**config.mk**
```make
export PLATFORM = sky130hd
export DESIGN_NAME = jpeg_bit_packer_flat
export DESIGN_NICKNAME = d
export VERILOG_FILES = /design/src/rtl/jpeg_pkg.sv /design/src/rtl/jpeg_bit_packer_if.sv /design/src/rtl/jpeg_bit_mask_align.sv /design/src/rtl/jpeg_bit_packer.sv /design/src/flat_wrapper.sv
export SDC_FILE = /design/constraint.sdc
export NUM_CORES = 1
export LEC_CHECK = 0
export CAP_MARGIN = 20
export CORE_MARGIN = 2
export CORE_UTILIZATION = 40
export CTS_BUF_LIST = sky130_fd_sc_hd__clkbuf_8
export CTS_CLUSTER_SIZE = 16
export DETAILED_ROUTE_END_ITERATION = 16
export PLACE_DENSITY = 0.55
export SLEW_MARGIN = 0
export SYNTH_ARGS = -nofsm -noshare
export SYNTH_HDL_FRONTEND = slang
export SYNTH_SLANG_ARGS = --single-unit
```
**constraint.sdc**
```tcl
create_clock -name clock -period 4.05 [get_ports clock]
set_input_delay 0.6075 -clock clock [delete_from_list [all_inputs] [get_ports clock]]
set_output_delay 0.6075 -clock clock [all_outputs]
set_load 0.1 [all_outputs]
```
**src/rtl/jpeg_pkg.sv**
```systemverilog
// Shared constants and state encoding for the JPEG entropy-stream bit packer.
package jpeg_pkg;

    localparam int JPEG_ACC_W   = 32;
    localparam int JPEG_MAX_LEN = 16;

    localparam logic [7:0] JPEG_MARKER_BYTE = 8'hFF;
    localparam logic [7:0] JPEG_STUFF_BYTE  = 8'h00;

    localparam logic [2:0] ST_RUN   = 3'd0;
    localparam logic [2:0] ST_STUFF = 3'd1;
    localparam logic [2:0] ST_PAD   = 3'd2;
    localparam logic [2:0] ST_FLUSH = 3'd3;
    localparam logic [2:0] ST_DONE  = 3'd4;

    typedef enum logic [2:0] {
        RUN   = ST_RUN,
        STUFF = ST_STUFF,
        PAD   = ST_PAD,
        FLUSH = ST_FLUSH,
        DONE  = ST_DONE
    } state_t;

endpackage

```
**src/rtl/jpeg_bit_packer_if.sv**
```systemverilog
// Code-in / byte-out bundle between the Huffman encoder, the bit packer and the stream sink.
interface jpeg_bit_packer_if;
    import jpeg_pkg::*;

    // Both channels use valid/ready: a transfer happens on a rising clock edge where
    // valid and ready are both high; the sender holds its payload stable while valid
    // is high and ready is low, and ready never depends combinationally on valid.
    logic                    code_valid;
    logic                    code_ready;
    logic [JPEG_MAX_LEN-1:0] code_data;
    logic [4:0]              code_len;
    logic                    flush;
    logic                    byte_valid;
    logic [7:0]              byte_data;
    logic                    byte_ready;
    logic                    flush_done;

    modport master (
        output code_valid, code_data, code_len, flush, byte_ready,
        input  code_ready, byte_valid, byte_data, flush_done
    );

    modport slave (
        input  code_valid, code_data, code_len, flush, byte_ready,
        output code_ready, byte_valid, byte_data, flush_done
    );

endinterface

```
**src/rtl/jpeg_bit_mask_align.sv**
```systemverilog
// Masks a right-justified code to its (saturated) length and places it just below
// the bit_cnt bits already queued in an MSB-aligned accumulator.
module jpeg_bit_mask_align
    import jpeg_pkg::*;
#(
    parameter int ACC_W   = JPEG_ACC_W,
    parameter int MAX_LEN = JPEG_MAX_LEN,
    parameter int CNT_W   = $clog2(JPEG_ACC_W + 1)
) (
    input  logic [JPEG_MAX_LEN-1:0] code_data,
    input  logic [4:0]              code_len,
    input  logic [CNT_W-1:0]        bit_cnt,
    output logic [4:0]              len_sat,
    output logic [ACC_W-1:0]        aligned
);

    logic [JPEG_MAX_LEN:0]   mask;
    logic [JPEG_MAX_LEN-1:0] masked;
    logic [ACC_W-1:0]        ext;
    logic [CNT_W-1:0]        lsh;

    always_comb begin
        len_sat = (code_len > 5'(MAX_LEN)) ? 5'(MAX_LEN) : code_len;
        mask    = ({{JPEG_MAX_LEN{1'b0}}, 1'b1} << len_sat) - {{JPEG_MAX_LEN{1'b0}}, 1'b1};
        masked  = code_data & mask[JPEG_MAX_LEN-1:0];
        ext     = {{(ACC_W-JPEG_MAX_LEN){1'b0}}, masked};
        // Push the code to the top first, then down past the queued bits; both shifts
        // are non-negative, so no signed offset arithmetic is needed.
        lsh     = CNT_W'(ACC_W) - CNT_W'(len_sat);
        aligned = (ext << lsh) >> bit_cnt;
    end

endmodule

```
**src/rtl/jpeg_bit_packer.sv**
```systemverilog
// Packs variable-length Huffman codes into an MSB-first byte stream with pad-on-flush.
// Define JPEG_BYTE_STUFF_EN to insert 0x00 after every emitted 0xFF.
module jpeg_bit_packer
    import jpeg_pkg::*;
#(
    parameter int ACC_W   = JPEG_ACC_W,
    parameter int MAX_LEN = JPEG_MAX_LEN
) (
    input  logic                clock,
    input  logic                reset_n,
    jpeg_bit_packer_if.slave    bus,
    output state_t              state_dbg
);

    localparam int               CNT_W      = $clog2(ACC_W + 1);
    localparam logic [CNT_W-1:0] READY_MAX  = CNT_W'(ACC_W - MAX_LEN);
    localparam logic [CNT_W-1:0] BYTE_BITS  = CNT_W'(8);
    localparam logic [CNT_W-1:0] ROUND_ADD  = CNT_W'(7);
    localparam logic [CNT_W-1:0] ROUND_MASK = ~CNT_W'(7);
`ifdef JPEG_BYTE_STUFF_EN
    localparam bit STUFF_EN = 1'b1;
`else
    localparam bit STUFF_EN = 1'b0;
`endif

    state_t           state, ret_state;
    logic [ACC_W-1:0] acc;
    logic [CNT_W-1:0] bit_cnt;
    logic             byte_valid_q, flush_done_q, started;
    logic [7:0]       byte_data_q;

    logic [4:0]       len_sat;
    logic [ACC_W-1:0] aligned, acc_app, acc_next, pad_mask;
    logic [CNT_W-1:0] cnt_app, cnt_next, cnt_round;
    logic             code_ready_int, accept, out_free, can_drain, need_stuff;
    logic [7:0]       top_byte;

    jpeg_bit_mask_align #(.ACC_W(ACC_W), .MAX_LEN(MAX_LEN), .CNT_W(CNT_W)) u_align (
        .code_data (bus.code_data),
        .code_len  (bus.code_len),
        .bit_cnt   (bit_cnt),
        .len_sat   (len_sat),
        .aligned   (aligned)
    );

    always_comb begin
        code_ready_int = started && (state == RUN) && (bit_cnt <= READY_MAX);
        accept         = bus.code_valid && code_ready_int;
        out_free       = !byte_valid_q || bus.byte_ready;
        can_drain      = ((state == RUN) || (state == FLUSH)) && (bit_cnt >= BYTE_BITS) && out_free;
        top_byte       = acc[ACC_W-1 -: 8];
        need_stuff     = STUFF_EN && can_drain && (top_byte == JPEG_MARKER_BYTE);
        // Appended bits sit below bit_cnt, so the drained top byte is never affected.
        acc_app        = accept ? (acc | aligned) : acc;
        cnt_app        = accept ? (bit_cnt + CNT_W'(len_sat)) : bit_cnt;
        acc_next       = can_drain ? (acc_app << 8) : acc_app;
        cnt_next       = can_drain ? (cnt_app - BYTE_BITS) : cnt_app;
        cnt_round      = (bit_cnt + ROUND_ADD) & ROUND_MASK;
        pad_mask       = ({ACC_W{1'b1}} >> bit_cnt) & ~({ACC_W{1'b1}} >> cnt_round);
    end

    always_ff @(posedge clock or negedge reset_n) begin
        if (!reset_n) begin
            state        <= RUN;
            ret_state    <= RUN;
            acc          <= '0;
            bit_cnt      <= '0;
            byte_valid_q <= 1'b0;
            byte_data_q  <= 8'h00;
            flush_done_q <= 1'b0;
            started      <= 1'b0;
        end else begin
            started      <= 1'b1;
            flush_done_q <= 1'b0;
            if (byte_valid_q && bus.byte_ready)
                byte_valid_q <= 1'b0;
            case (state)
                RUN: begin
                    acc     <= acc_next;
                    bit_cnt <= cnt_next;
                    if (can_drain) begin
                        byte_data_q  <= top_byte;
                        byte_valid_q <= 1'b1;
                    end
                    if (need_stuff) begin
                        state     <= STUFF;
                        ret_state <= bus.flush ? PAD : RUN;
                    end else if (bus.flush) begin
                        state <= PAD;
                    end
                end
                STUFF: begin
                    if (out_free) begin
                        byte_data_q  <= JPEG_STUFF_BYTE;
                        byte_valid_q <= 1'b1;
                        state        <= ret_state;
                    end
                end
                PAD: begin
                    acc     <= acc | pad_mask;
                    bit_cnt <= cnt_round;
                    state   <= FLUSH;
                end
                FLUSH: begin
                    acc     <= acc_next;
                    bit_cnt <= cnt_next;
                    if (can_drain) begin
                        byte_data_q  <= top_byte;
                        byte_valid_q <= 1'b1;
                    end
                    if (need_stuff) begin
                        state     <= STUFF;
                        ret_state <= FLUSH;
                    end else if ((bit_cnt == '0) && out_free) begin
                        state        <= DONE;
                        flush_done_q <= 1'b1;
                    end
                end
                DONE:    state <= RUN;
                default: state <= RUN;
            endcase
        end
    end

    assign bus.code_ready = code_ready_int;
    assign bus.byte_valid = byte_valid_q;
    assign bus.byte_data  = byte_data_q;
    assign bus.flush_done = flush_done_q;
    assign state_dbg      = state;

endmodule
```
**src/flat_wrapper.sv**
```systemverilog
// flat-port wrapper written by rule: the top's interface ports become plain ports
module jpeg_bit_packer_flat import jpeg_pkg::*;
#(
    parameter int ACC_W   = JPEG_ACC_W,
    parameter int MAX_LEN = JPEG_MAX_LEN
)
  (clock, reset_n, state_dbg, bus_code_valid, bus_code_data, bus_code_len, bus_flush, bus_byte_ready, bus_code_ready, bus_byte_valid, bus_byte_data, bus_flush_done);
  jpeg_bit_packer_if bus_i ();
  input  logic clock;
  input  logic reset_n;
  output state_t state_dbg;
  input wire logic [$bits(bus_i.code_valid)-1:0] bus_code_valid;
  input wire logic [$bits(bus_i.code_data)-1:0] bus_code_data;
  input wire logic [$bits(bus_i.code_len)-1:0] bus_code_len;
  input wire logic [$bits(bus_i.flush)-1:0] bus_flush;
  input wire logic [$bits(bus_i.byte_ready)-1:0] bus_byte_ready;
  output wire logic [$bits(bus_i.code_ready)-1:0] bus_code_ready;
  output wire logic [$bits(bus_i.byte_valid)-1:0] bus_byte_valid;
  output wire logic [$bits(bus_i.byte_data)-1:0] bus_byte_data;
  output wire logic [$bits(bus_i.flush_done)-1:0] bus_flush_done;
  assign bus_i.code_valid = bus_code_valid;
  assign bus_i.code_data = bus_code_data;
  assign bus_i.code_len = bus_code_len;
  assign bus_i.flush = bus_flush;
  assign bus_i.byte_ready = bus_byte_ready;
  assign bus_code_ready = bus_i.code_ready;
  assign bus_byte_valid = bus_i.byte_valid;
  assign bus_byte_data = bus_i.byte_data;
  assign bus_flush_done = bus_i.flush_done;
  jpeg_bit_packer #(.ACC_W(ACC_W), .MAX_LEN(MAX_LEN)) u_core (.clock(clock), .reset_n(reset_n), .bus(bus_i), .state_dbg(state_dbg));
endmodule
```
-- Word-level counts from Yosys, hierarchy flattened
Cells that the tools add are included.
- bits in registers: 52
- input port bits: 26
- output and inout port bits: 14
- logic and storage cells: 72
- add/subtract/negate cells: 5
- order comparisons: 3
- equal/unequal tests: 8
- shifts and indexed selects: 5
- mux-type cells: 20
- bitwise logic cells: 5
- reduce and logical (&&, ||, !) cells: 18
- operators with widths (kind ; number):
    32-bit 2-to-1 mux ; 2
    32-bit OR ; 2
    32-bit one-hot mux with 2 select lines ; 1
    32-bit by 6-bit >> shifter with 32-bit output, first input constant ; 2
    32-bit AND ; 1
    32-bit inverter ; 1
    16-bit by 6-bit left shift with 32-bit output ; 1
    32-bit by 6-bit >> shifter with 32-bit output ; 1
    16-bit AND ; 1
    8-bit 2-to-1 mux ; 2
    8-bit one-hot mux with 2 select lines ; 1
    1-bit by 5-bit left shift with 16-bit output, first input constant ; 1
    16-bit by 1-bit subtractor with 16-bit output, second input constant ; 1
    6-bit 2-to-1 mux ; 2
    3-bit one-hot mux with 4 select lines ; 1
    6-bit one-hot mux with 2 select lines ; 1
    3-bit 2-to-1 mux ; 3
    1-bit logical AND ; 7
    6-bit by 3-bit adder with 6-bit output, second input constant ; 1
    6-bit by 5-bit adder with 6-bit output ; 1
    3-bit by 2-bit equality test with 1-bit output, second input constant ; 2
    6-bit by 4-bit greater-or-equal comparator with 1-bit output, second input constant ; 1
    6-bit by 5-bit less-or-equal comparator with 1-bit output, second input constant ; 1
    6-bit zero test ; 1
    17 further kinds ; 26

-- Logic depth before layout (Yosys ltp)
- depth after elaboration: 11
- depth in mapped cells: 22
- mapped depth without buffers: 18

-- Hierarchy
From an unflattened synthesis, not the netlist that was laid out.
- cells, all modules: 1175
- area total of the unflattened synthesis: 8428.1 µm²
- by module, submodules not included (module ; times used ; cells each ; area each (µm²) ; seq. area each (µm²)):
    jpeg_bit_mask_align ; 1 ; 786 ; 4997.3 ; 0.0
    jpeg_bit_packer ; 1 ; 389 ; 3430.8 ; 1301.2

-- Worst setup path before layout
OpenSTA, ideal clock, no wires.
- kind: input -> register
- start: input port bus_code_len[4]
- end: register u_core.acc[14]
- setup time: 0.123 ns
- arrival time: 5.266 ns
- setup slack: -1.339 ns
- stages on the path: 22
- buffers on the path: 4
- cells stage by stage: buf_4 > nor2b_1 > buf_2 > inv_1 > buf_4 > ha_1 > ha_1 > clkbuf_1 > or3b_1 > ha_1 > nor2b_1 > a22o_1 > nor3b_1 > o211a_1 > or4_1 > o211a_2 > a22o_1 > a221oi_2 > nor3_1 > a311o_1 > a221o_1 > o221a_1
- longest elaborated chain between the ends: 11
- elaborated cells on any way between the ends: 12
- those cells by class: add/sub: 2; order compare: 1; shift: 3; mux: 4; bitwise: 2
- ends and longest elaborated chain (element ; line ; RTL):
    start: declaration ; flat_wrapper.sv:14 ; input wire logic [$bits(bus_i.code_len)-1:0] bus_code_len;
    5-bit greater-than comparator ; jpeg_bit_mask_align.sv:23 ; len_sat = (code_len > 5'(MAX_LEN)) ? 5'(MAX_LEN) : code_len;
    5-bit 2-to-1 mux * ; jpeg_bit_mask_align.sv:23 ;
    1-bit by 5-bit left shift with 16-bit output ; jpeg_bit_mask_align.sv:24 ; mask = ({{JPEG_MAX_LEN{1'b0}}, 1'b1} << len_sat) - {{JPEG_MAX_LEN{1'b0}}, 1'b1};
    16-bit by 1-bit subtractor with 16-bit output ; jpeg_bit_mask_align.sv:24 ;
    16-bit AND ; jpeg_bit_mask_align.sv:25 ; masked = code_data & mask[JPEG_MAX_LEN-1:0];
    16-bit by 6-bit left shift with 32-bit output * ; jpeg_bit_mask_align.sv:30 ; aligned = (ext << lsh) >> bit_cnt;
    32-bit by 6-bit >> shifter with 32-bit output * ; jpeg_bit_mask_align.sv:30 ;
    32-bit OR * ; jpeg_bit_packer.sv:54 ; acc_app = accept ? (acc | aligned) : acc;
    32-bit 2-to-1 mux * ; jpeg_bit_packer.sv:54 ;
    32-bit 2-to-1 mux * ; jpeg_bit_packer.sv:56 ; acc_next = can_drain ? (acc_app << 8) : acc_app;
    32-bit one-hot mux with 2 select lines * ; jpeg_bit_packer.sv:77 ; case (state)
    end signal: assignment ; jpeg_bit_packer.sv:79 ; acc <= acc_next;
    end signal: assignment ; jpeg_bit_packer.sv:100 ; acc <= acc | pad_mask;
    end signal: assignment ; jpeg_bit_packer.sv:105 ; acc <= acc_next;
    end: declaration ; jpeg_bit_packer.sv:27 ; logic [ACC_W-1:0] acc;
Mark *: on every way between the ends. The rest lies on a longest branch, timed or not. The select of a mux whose other input is x is not followed.
A chain may end at the register's enable or synchronous reset.

-- Final worst setup path
- start: input port bus_code_len[0]
- end: register u_core.acc[25]
Same word-level chain as after synthesis.

==> results.sh <==
export IMPL_status="complete, but fails checks"
export IMPL_failed_checks="negative setup slack"
export IMPL_grt_max_degree=55
export IMPL_wirelength_mm=39.6
export IMPL_critPathMaxFanout=6
export IMPL_power_leakage_nw=5.02
export IMPL_dr_pass1_iters=6
export IMPL_antenna_found_initial=0
export IMPL_hold_path_class="primary input to async pin"
export IMPL_max_freq_ghz=0.213
export IMPL_port_buffers=39
export IMPL_antenna_cells=0
export IMPL_synth_most_common_cell="nand2_1"
export IMPL_synth_seq_cells=52
export IMPL_async_flop_share=1.00
export IMPL_setup_viol=32
export IMPL_place_congestion=1.07
export IMPL_p_total_mw=5.60
export IMPL_vdd_drop_max_mv=0.301
export IMPL_cts_tree="done"
export IMPL_cp_arrival_ns=4.97
export IMPL_synthesis_area_um2=7990
export IMPL_fin_skew_ns=0.0143
export IMPL_setup_ws_ns=-0.645
export IMPL_worstMarginPinSlew_ns=0.972
export IMPL_path_class="primary input to register"
export IMPL_synth_cells=1076
export IMPL_maxCapViolCount=0
export IMPL_drt_initial_drc_count=1478
export IMPL_clk_pin_slew_ns=0.10
export IMPL_cts_root_buf="clkbuf_8"
export IMPL_grt_pass1_vias=9971
export IMPL_area_delta_synth_final_pct=55.6
export IMPL_synthTopCellsByArea="dfrtp_1 (16%), a21oi_1 (5.3%), nand2_1 (5.3%), nor2_1 (4.7%), mux4_2 (3.7%)"
export IMPL_synthTopCellsByCount="nand2_1 (113), nor2_1 (99), a21oi_1 (85), o21ai_0 (54)"
export IMPL_ant_nets=0
export IMPL_synth_flop_cell="dfrtp_1"
export IMPL_finalHoldViolCount=0
export IMPL_die_area_um2=21100
export IMPL_yosys_warnings=0
export IMPL_overflow=0
export IMPL_via_count=10900
export IMPL_vias_per_cell=6.65
export IMPL_finalCriticalPeriod_ns=4.70
export IMPL_power_density_nw_per_um2=450
export IMPL_clk_latency_ns=0.33
export IMPL_cp_start_kind="primary input"
export IMPL_grt_setup_unrepaired="true"
export IMPL_yosysUniqueCellTypes=116
export IMPL_place_ws_ns=-1.66
export IMPL_htreeDepth=2
export IMPL_drive_above_1_share=0.436
export IMPL_cts_sinks=52
export IMPL_rows=51
export IMPL_synth_top_area_cell="dfrtp_1"
export IMPL_synth_nets=1117
export IMPL_endpoint_kind="register"
export IMPL_fp_coreArea_um2=19500
export IMPL_ioPinCount=40
export IMPL_final_max_slew_viol_count=0
export IMPL_syn_area_per_cell_um2=7.42
export IMPL_clk_path_buf_depth=2
export IMPL_cts_buffers=5
export IMPL_grt_pass1_wl_mm=59.2
export IMPL_finalNetCount=1412
export IMPL_hold_buffers=0
export IMPL_routedWlPerCell_um=24.2
export IMPL_drc=0
export IMPL_grt_total_usage=0.352
export IMPL_synth_edf_count=0
export IMPL_crit_required_ns=4.32
export IMPL_synth_top_area_frac=0.163
export IMPL_final_util=0.637
export IMPL_initial_core_util=0.409
export IMPL_min_period_over_period=1.16
export IMPL_dp_hpwl_mm=29.1
export IMPL_yosysSeqAreaShare=0.163
export IMPL_die_height_um=145
export IMPL_die_w_um=145
export IMPL_max_slew_margin_rel=0.350
==> what timing repair did <==
item                                    in CTS  in global routing
cloned                                       0                  0
pin swaps                                   64                 90
buffers inserted                            21                 29
endpoints found under the setup margin      32                 32
resized for setup                          162                117
==> logic make-up (layout without fill, tap and decap cells) <==
group / Yosys count / after routing / share of synthesized area
AOI/OAI and AO/OA: 441 / 441 / 0.413
and+or+nand+nor: 413 / 413 / 0.259
buffers and inverters: 114 / 409 / 0.0647
DFF: 52 / 52 / 0.163
muxes: 31 / 31 / 0.0645
adders and majority gates: 17 / 17 / 0.0271
xor gates and xnor gates: 7 / 7 / 0.00767
other: 1 / 1 / 0.000469
==> through the flow <==
step           instance area (um^2)  instances  setup TNS (ns)  hold slack, ns
6_report                      12400       1636          -15.76           0.416
5_1_grt                       12400       1636          -18.42           0.477
4_1_cts                       11700       1613          -13.38           0.454
3_5_place_dp                  10700       1587          -47.37           0.457
3_3_place_gp                  10700       1587          -47.24           0.450
2_1_floorplan                  8190       1076          -21.48           0.312
==> layout make-up <==
class / count / area [um^2]
inverter: 27 / 115
fill: 1760 / 7090
multi-input combinational: 910 / 7540
timing repair buffer: 375 / 3040
clock inverter: 2 / 33.8
sequential: 52 / 1300
clock buffer: 5 / 68.8
tap: 265 / 332
==> sequential cells by signal (all words and copies together), names as in the netlist <==
signal	count
u_core.bus.flush_done	1
u_core.started	1
u_core.bus.byte_valid	1
u_core.state_dbg	3
u_core.bus.byte_data	8
u_core.acc	32
u_core.bit_cnt	6
==> worst paths after layout <==
path | start | end | slack (ns) | cells past startpoint
max | bus_code_len[0] | u_core.acc[25]$_DFFE_PN0P_ | -0.65 | 20
min | reset_n | u_core.state_dbg[2]$_DFFE_PN0P_ | 0.42 | 2
max reg2reg | u_core.bit_cnt[0]$_DFFE_PN0P_ | u_core.acc[16]$_DFFE_PN0P_ | 0.27 | 15
min reg2reg | u_core.bus.byte_data[6]$_DFFE_PN0P_ | u_core.bus.byte_data[6]$_DFFE_PN0P_ | 0.47 | 2
max in group asynchronous | reset_n | u_core.bit_cnt[0]$_DFFE_PN0P_ | 3.13 | 2
min in group clock | u_core.bus.byte_data[6]$_DFFE_PN0P_ | u_core.bus.byte_data[6]$_DFFE_PN0P_ | 0.47 | 2
==> critical path, stage by stage <==
cell and delay (ns):
buf_6 0.10, nor2b_4 0.14, inv_4 0.06, ha_4 0.15, ha_4 0.13, or3b_4 0.40
ha_4 0.20, nor2b_4 0.13, a22o_4 0.26, a21oi_2 0.17, buf_4 0.15, o21ai_1 0.05
mux4_2 0.55, o31a_1 0.30, a21oi_4 0.26, a21oi_4 0.12, mux4_2 0.56, maj3_2 0.33
o221ai_2 0.14, o21a_1 0.14
==> metal layers <==
| layer | up-vias | global-route usage | wire [um] | share of wire |
|---|---|---|---|---|
| met5 | - | 0 | 0 | 0 |
| met1 | 5288 | 0.514 | 17100 | 0.43 |
| li1 | 4836 | - | - | - |
| met2 | 666 | 0.521 | 16700 | 0.42 |
| met3 | 92 | 0.0893 | 4620 | 0.12 |
| met4 | 0 | 0.0833 | 1190 | 0.030 |
==> cells in the final DEF, fill, tap and decap left out, types with 9 or more instances in the layout <==
cell type | synthesis | routed
nor3_1 | 47 | 35
a211oi_1 | 35 | 20
dfrtp_1 | 52 | 50
buf_4 | 17 | 308
nor3_2 | 2 | 11
a21oi_2 | 1 | 16
o31a_1 | 9 | 9
a211oi_2 | 1 | 12
nor2_1 | 99 | 92
clkdlybuf4s50_1 | 0 | 32
nand3_1 | 36 | 36
o21ai_0 | 54 | 39
mux4_2 | 13 | 15
o21a_1 | 16 | 14
o31ai_1 | 15 | 11
nand2_1 | 113 | 104
nand4_1 | 11 | 11
a21oi_1 | 85 | 63
a31oi_1 | 23 | 19
o21ai_1 | 6 | 14
inv_1 | 22 | 17
o211ai_1 | 22 | 22
a21o_1 | 10 | 10
and2_1 | 13 | 12
buf_6 | 1 | 28
==> power by group <==
part / switching [mW] / total, mW / internal, mW / leakage, nW
sequential: 0.180 / 0.922 / 0.742 / 0.628
combinational: 2.58 / 4.30 / 1.73 / 4.34
clock: 0.192 / 0.371 / 0.179 / 0.0554
total: 2.95 / 5.60 / 2.65 / 5.02
No activity file was read; power rests on OpenSTA's default activity.
